`src/rtl/alu_result_stage.sv`:
```
// alu_result_stage: 2-entry in-order skid buffer after the ALU result mux.
// Define ALU_RESULT_FLAGS_EN to store zero/negative flags with each entry.
module alu_result_stage #(
  parameter int Bits    = 2,
  parameter int CntBits = 8
) (
  input  logic               clk,
  input  logic               rst_n,
  input  logic               in_valid,
  input  logic [1:0]         in_sel,
  input  logic [Bits-1:0]    in_data,
  output logic               in_ready,
  output logic               out_valid,
  input  logic               out_ready,
  output logic [Bits-1:0]    out_data,
  output logic [1:0]         out_sel,
  output logic               out_zero,
  output logic               out_neg,
  output logic [CntBits-1:0] acc_count
);

  typedef enum logic [1:0] {
    S_EMPTY = 2'd0,
    S_ONE   = 2'd1,
    S_FULL  = 2'd2
  } state_t;

  state_t            r_state;
  state_t            w_next;
  logic              w_push;
  logic              w_pop;
  logic              w_ld_in;
  logic              w_ld_tail;
  logic              w_shift;
  logic [Bits-1:0]   r_h_data;
  logic [Bits-1:0]   r_t_data;
  logic [1:0]        r_h_sel;
  logic [1:0]        r_t_sel;
  logic [CntBits-1:0] r_cnt;

  assign in_ready  = (r_state != S_FULL);
  assign out_valid = (r_state != S_EMPTY);
  assign w_push    = in_valid && in_ready;
  assign w_pop     = out_valid && out_ready;

  // Head takes the input when it is (or becomes) the only entry.
  assign w_ld_in   = ((r_state == S_EMPTY) && w_push) ||
                     ((r_state == S_ONE) && w_push && w_pop);
  assign w_ld_tail = (r_state == S_ONE) && w_push && !w_pop;
  assign w_shift   = (r_state == S_FULL) && w_pop;

  // Occupancy state register.
  always_ff @(posedge clk or negedge rst_n) begin
    if (!rst_n) r_state <= S_EMPTY;
    else        r_state <= w_next;
  end

  // Next occupancy from the two transfer strobes.
  always_comb begin
    w_next = r_state;
    case (r_state)
      S_EMPTY: if (w_push) w_next = S_ONE;
      S_ONE: begin
        if (w_push && !w_pop)      w_next = S_FULL;
        else if (!w_push && w_pop) w_next = S_EMPTY;
      end
      S_FULL:  if (w_pop) w_next = S_ONE;
      default: w_next = S_EMPTY;
    endcase
  end

  // Entry data/tag storage; reset discards anything buffered.
  always_ff @(posedge clk or negedge rst_n) begin
    if (!rst_n) begin
      r_h_data <= '0;
      r_h_sel  <= '0;
      r_t_data <= '0;
      r_t_sel  <= '0;
    end else begin
      if (w_ld_in) begin
        r_h_data <= in_data;
        r_h_sel  <= in_sel;
      end else if (w_shift) begin
        r_h_data <= r_t_data;
        r_h_sel  <= r_t_sel;
      end
      if (w_ld_tail) begin
        r_t_data <= in_data;
        r_t_sel  <= in_sel;
      end
    end
  end

  // Count accepted results, wrapping naturally.
  always_ff @(posedge clk or negedge rst_n) begin
    if (!rst_n)      r_cnt <= '0;
    else if (w_push) r_cnt <= r_cnt + CntBits'(1);
  end

  assign acc_count = r_cnt;
  assign out_data  = out_valid ? r_h_data : '0;
  assign out_sel   = out_valid ? r_h_sel  : '0;

`ifdef ALU_RESULT_FLAGS_EN
  logic w_zero;
  logic w_neg;
  logic r_h_zero;
  logic r_h_neg;
  logic r_t_zero;
  logic r_t_neg;

  assign w_zero = (in_data == '0);
  assign w_neg  = in_data[Bits-1];

  // Flags are captured at acceptance and travel with the entry.
  always_ff @(posedge clk or negedge rst_n) begin
    if (!rst_n) begin
      r_h_zero <= 1'b0;
      r_h_neg  <= 1'b0;
      r_t_zero <= 1'b0;
      r_t_neg  <= 1'b0;
    end else begin
      if (w_ld_in) begin
        r_h_zero <= w_zero;
        r_h_neg  <= w_neg;
      end else if (w_shift) begin
        r_h_zero <= r_t_zero;
        r_h_neg  <= r_t_neg;
      end
      if (w_ld_tail) begin
        r_t_zero <= w_zero;
        r_t_neg  <= w_neg;
      end
    end
  end

  assign out_zero = out_valid && r_h_zero;
  assign out_neg  = out_valid && r_h_neg;
`else
  assign out_zero = 1'b0;
  assign out_neg  = 1'b0;
`endif

endmodule

```
`config.mk`:
```
export PLATFORM = sky130hd
export DESIGN_NAME = alu_result_stage
export DESIGN_NICKNAME = d
export VERILOG_FILES = /design/src/rtl/alu_result_stage.sv
export SDC_FILE = /design/constraint.sdc
export NUM_CORES = 1
export LEC_CHECK = 0
export ABC_AREA = 1
export CAP_MARGIN = 10
export CORE_MARGIN = 2
export CORE_UTILIZATION = 51
export CTS_CLUSTER_DIAMETER = 120
export DETAILED_ROUTE_END_ITERATION = 10
export PLACE_DENSITY_LB_ADDON = 0.2
export SLEW_MARGIN = 20
export SYNTH_ARGS = -nofsm -noshare
export SYNTH_HDL_FRONTEND = slang
export SYNTH_SLANG_ARGS = --single-unit
export TNS_END_PERCENT = 1
```
`constraint.sdc`:
```
create_clock -name clk -period 2.45 [get_ports clk]
set_clock_uncertainty 0.2 [all_clocks]
set_input_delay 0.245 -clock clk [delete_from_list [all_inputs] [get_ports clk]]
set_output_delay 0.245 -clock clk [all_outputs]
set_load 0.02 [all_outputs]
```
==> results.md <==
- Global-route wire length before repair: about 3100 um
- Switching share of power: a little over two fifths
- Pin count of the biggest net entering global routing: 19
- Multi-input gate area: 438 um^2
- Combinational share of power: about 50%
- RSZ-0062 raised after global routing: false
- Initial Util: 55.4%
- Netlist cell types: 21
- Number of diodes: 0
- Critical path type: reg -> out
- Final Cycle Share: around nine tenths
- Final WS setup: about 280 ps
- Count leader, synth: nand2_1
- Crit-path max FO: 9
- Max_cap viols: 0
- Vias in the first global route: just over 700
- Placed cell areas: approximately 1200 um^2
- Max IR drop VDD: between 0.6 and 0.7 mV
- Drt total wl: between 1500 and 2000 um
- Buffer depth of the longest clock path: 2
- Yosys warns: 0
- Crit path DAT: 1720 ps
- Gates resized, CTS repair: 0
- Final Non-Filler Cells: 175
- Fmax: 462 MHz
- Die H: between 40 and 50 um
- Yosys top cell by area: dfrtp_1
- Worst hold path type: in -> async
- Post-Layout Inst Area: around 1200 um^2
- Seq/Total Area, Yosys: between 40 and 50%
- DRC Markers: 0
- PortBufs: 21
- Vias/cell: 4.89
- Die Wd: between 40 and 50 um
- Main synth FF type: dfrtp_1
- Rows: 15
- Initial antenna violation count: 0
- Synth top area share: 45.6%
- Power Total: roughly 1500 uW
- Clock tree sinks: 18
- Total GRT Usage: between 10% and 20%
- Placed Cells: approximately 170
- Num ports: 24
- Die Footprint: approximately 2300 um^2
- # hold bufs at CTS: 0
- Final Max Tran Viols: 0
- Total core area: 1780 um^2
- Minimum clock period: between 2000 and 2500 ps
- CTS tree: done
- Final Hold Fails: 0
- Reg power frac: 38.2%
- Critical path startpoint category: flip-flop
- Syn Area/Cell: approximately 7.7 um^2
- Top post-synthesis cells by count: nand2_1, dfrtp_1, inv_1
- # fillers: 140
- Clock share of power: roughly an eighth
- Share of layout cells above drive strength 1: ~11%
- PwrDens: roughly 1200 nW/um^2
- Clock Latency Late Sink: approximately 290 ps
- Pint: 833 uW
- Number of CTS-inserted buffers: 3
- GP Congestion: slightly above 0.8
- NetSw: 623 uW
- Nets@finish: 160
- Drt pass-1 iters: 4
- Via count: about 860
- Wire per inst: 10.8 um
- Post-DP HPWL: around 1400 um
- Synth top area cells: dfrtp_1, nand2_1, nand3_1, inv_1, nand4_1
- Post-synth EDFFs: 0
- Synthesized flop and latch total: 18
- Setup tns final: 0 ps
- Clock transition at path regs: 100 ps
- Register area: 450 um^2
- Critical Path End Type: output port
- Placement Setup Slack: roughly 600 ps
- Worst Path Required: roughly 2000 ps
- ANT nets after route: 0
- Status: completed
- Flop-to-flop setup slack: approximately 870 ps
- Endpoints failing setup: 0
- Ys async rst share: 100%
- Syn Std Cell Area: just under 1000 um^2
- Post-CTS setup buffer count: 0
- H-tree depth: 1
- Root buffer cell: clkbuf_4
- GR Overflow Total: 0
- Post-Synthesis Cells: 128
- Initial DRC count: 12
- Leakage: roughly 0.00061 uW
- Layout area overhead: 25.6%
final timing paths:
path                       depth (start not counted)                        to                    from
setup / recovery                                   3               out_data[0]  r_state[1]$_DFFE_PN0P_
hold / removal                                     2    r_t_sel[1]$_DFFE_PN0P_                   rst_n
setup reg to reg                                   6    r_h_sel[0]$_DFFE_PN0P_  r_state[1]$_DFFE_PN0P_
hold reg to reg                                    2    r_t_sel[1]$_DFFE_PN0P_  r_t_sel[1]$_DFFE_PN0P_
max in group asynchronous                          2  acc_count[6]$_DFFE_PN0P_                   rst_n
min in group clk                                   2    r_t_sel[1]$_DFFE_PN0P_  r_t_sel[1]$_DFFE_PN0P_
layer usage:
metal / global-route usage, % / wire (um)
met1: 27.3 / 922
met2: 29.9 / 875
met3: 6.79 / 86
met4: 4.86 / 14
met5: 0 / 0
critical path, cell delays in order, from the launching register on:
cell and delay, ps:
dfrtp_1 550, nor2_2 140, nor2_1 120, clkdlybuf4s50_1 620
flip-flops by register name, indices dropped and copies added (netlist names):
register	count
acc_count	8
r_t_sel	2
r_t_data	2
r_state	2
r_h_sel	2
r_h_data	2
cell families (layout without fill, tap and decap cells):
logic type,after synthesis,in the layout,synth area share [%]
xor+xnor,3,3,2.66
compound gates,7,7,4.05
simple gates,75,75,35.6
buf+inv,23,44,10.5
other cells,1,2,0.379
fa+ha+maj,1,1,1.27
flops,18,18,45.6
area by class of cell:
type                       instances  area share, %
timing repair buffer              22           17.5
sequential                        18           36.3
multi-input combinational         88           35.3
tap                               25           2.52
inverter                          18           5.44
clock buffer                       4           2.92
through the flow:
step           utilization (%)  hold slack, ps
6_report                  69.6            65.4
2_1_floorplan                -            -251
5_1_grt                   69.6            95.6
3_3_place_gp              67.6             278
3_5_place_dp              67.6             281
4_1_cts                   69.6            63.5
power by group through the flow:
| stage | clock [uW] | combinational [uW] | sequential (uW) |
|---|---|---|---|
| 2_1_floorplan | 0 | 408 | 587 |
| 3_3_place_gp | 0 | 713 | 554 |
| 3_5_place_dp | 0 | 725 | 559 |
| 4_1_cts | 182 | 733 | 556 |
| 5_1_grt | 198 | 802 | 575 |
| 6_report | 175 | 724 | 555 |
placed cells by master, fill, tap and decap left out, drive strengths merged:
master / count
xor2: 1
nor2: 10
inv: 18
nand3: 18
conb: 2
o211ai: 1
o31ai: 1
xnor2: 2
buf: 1
or2: 1
nand2: 41
clkdlybuf4s50: 21
dfrtp: 18
nand4: 5
o21ai: 5
clkbuf: 4
ha: 1
Power figures use the tool's default switching activity.
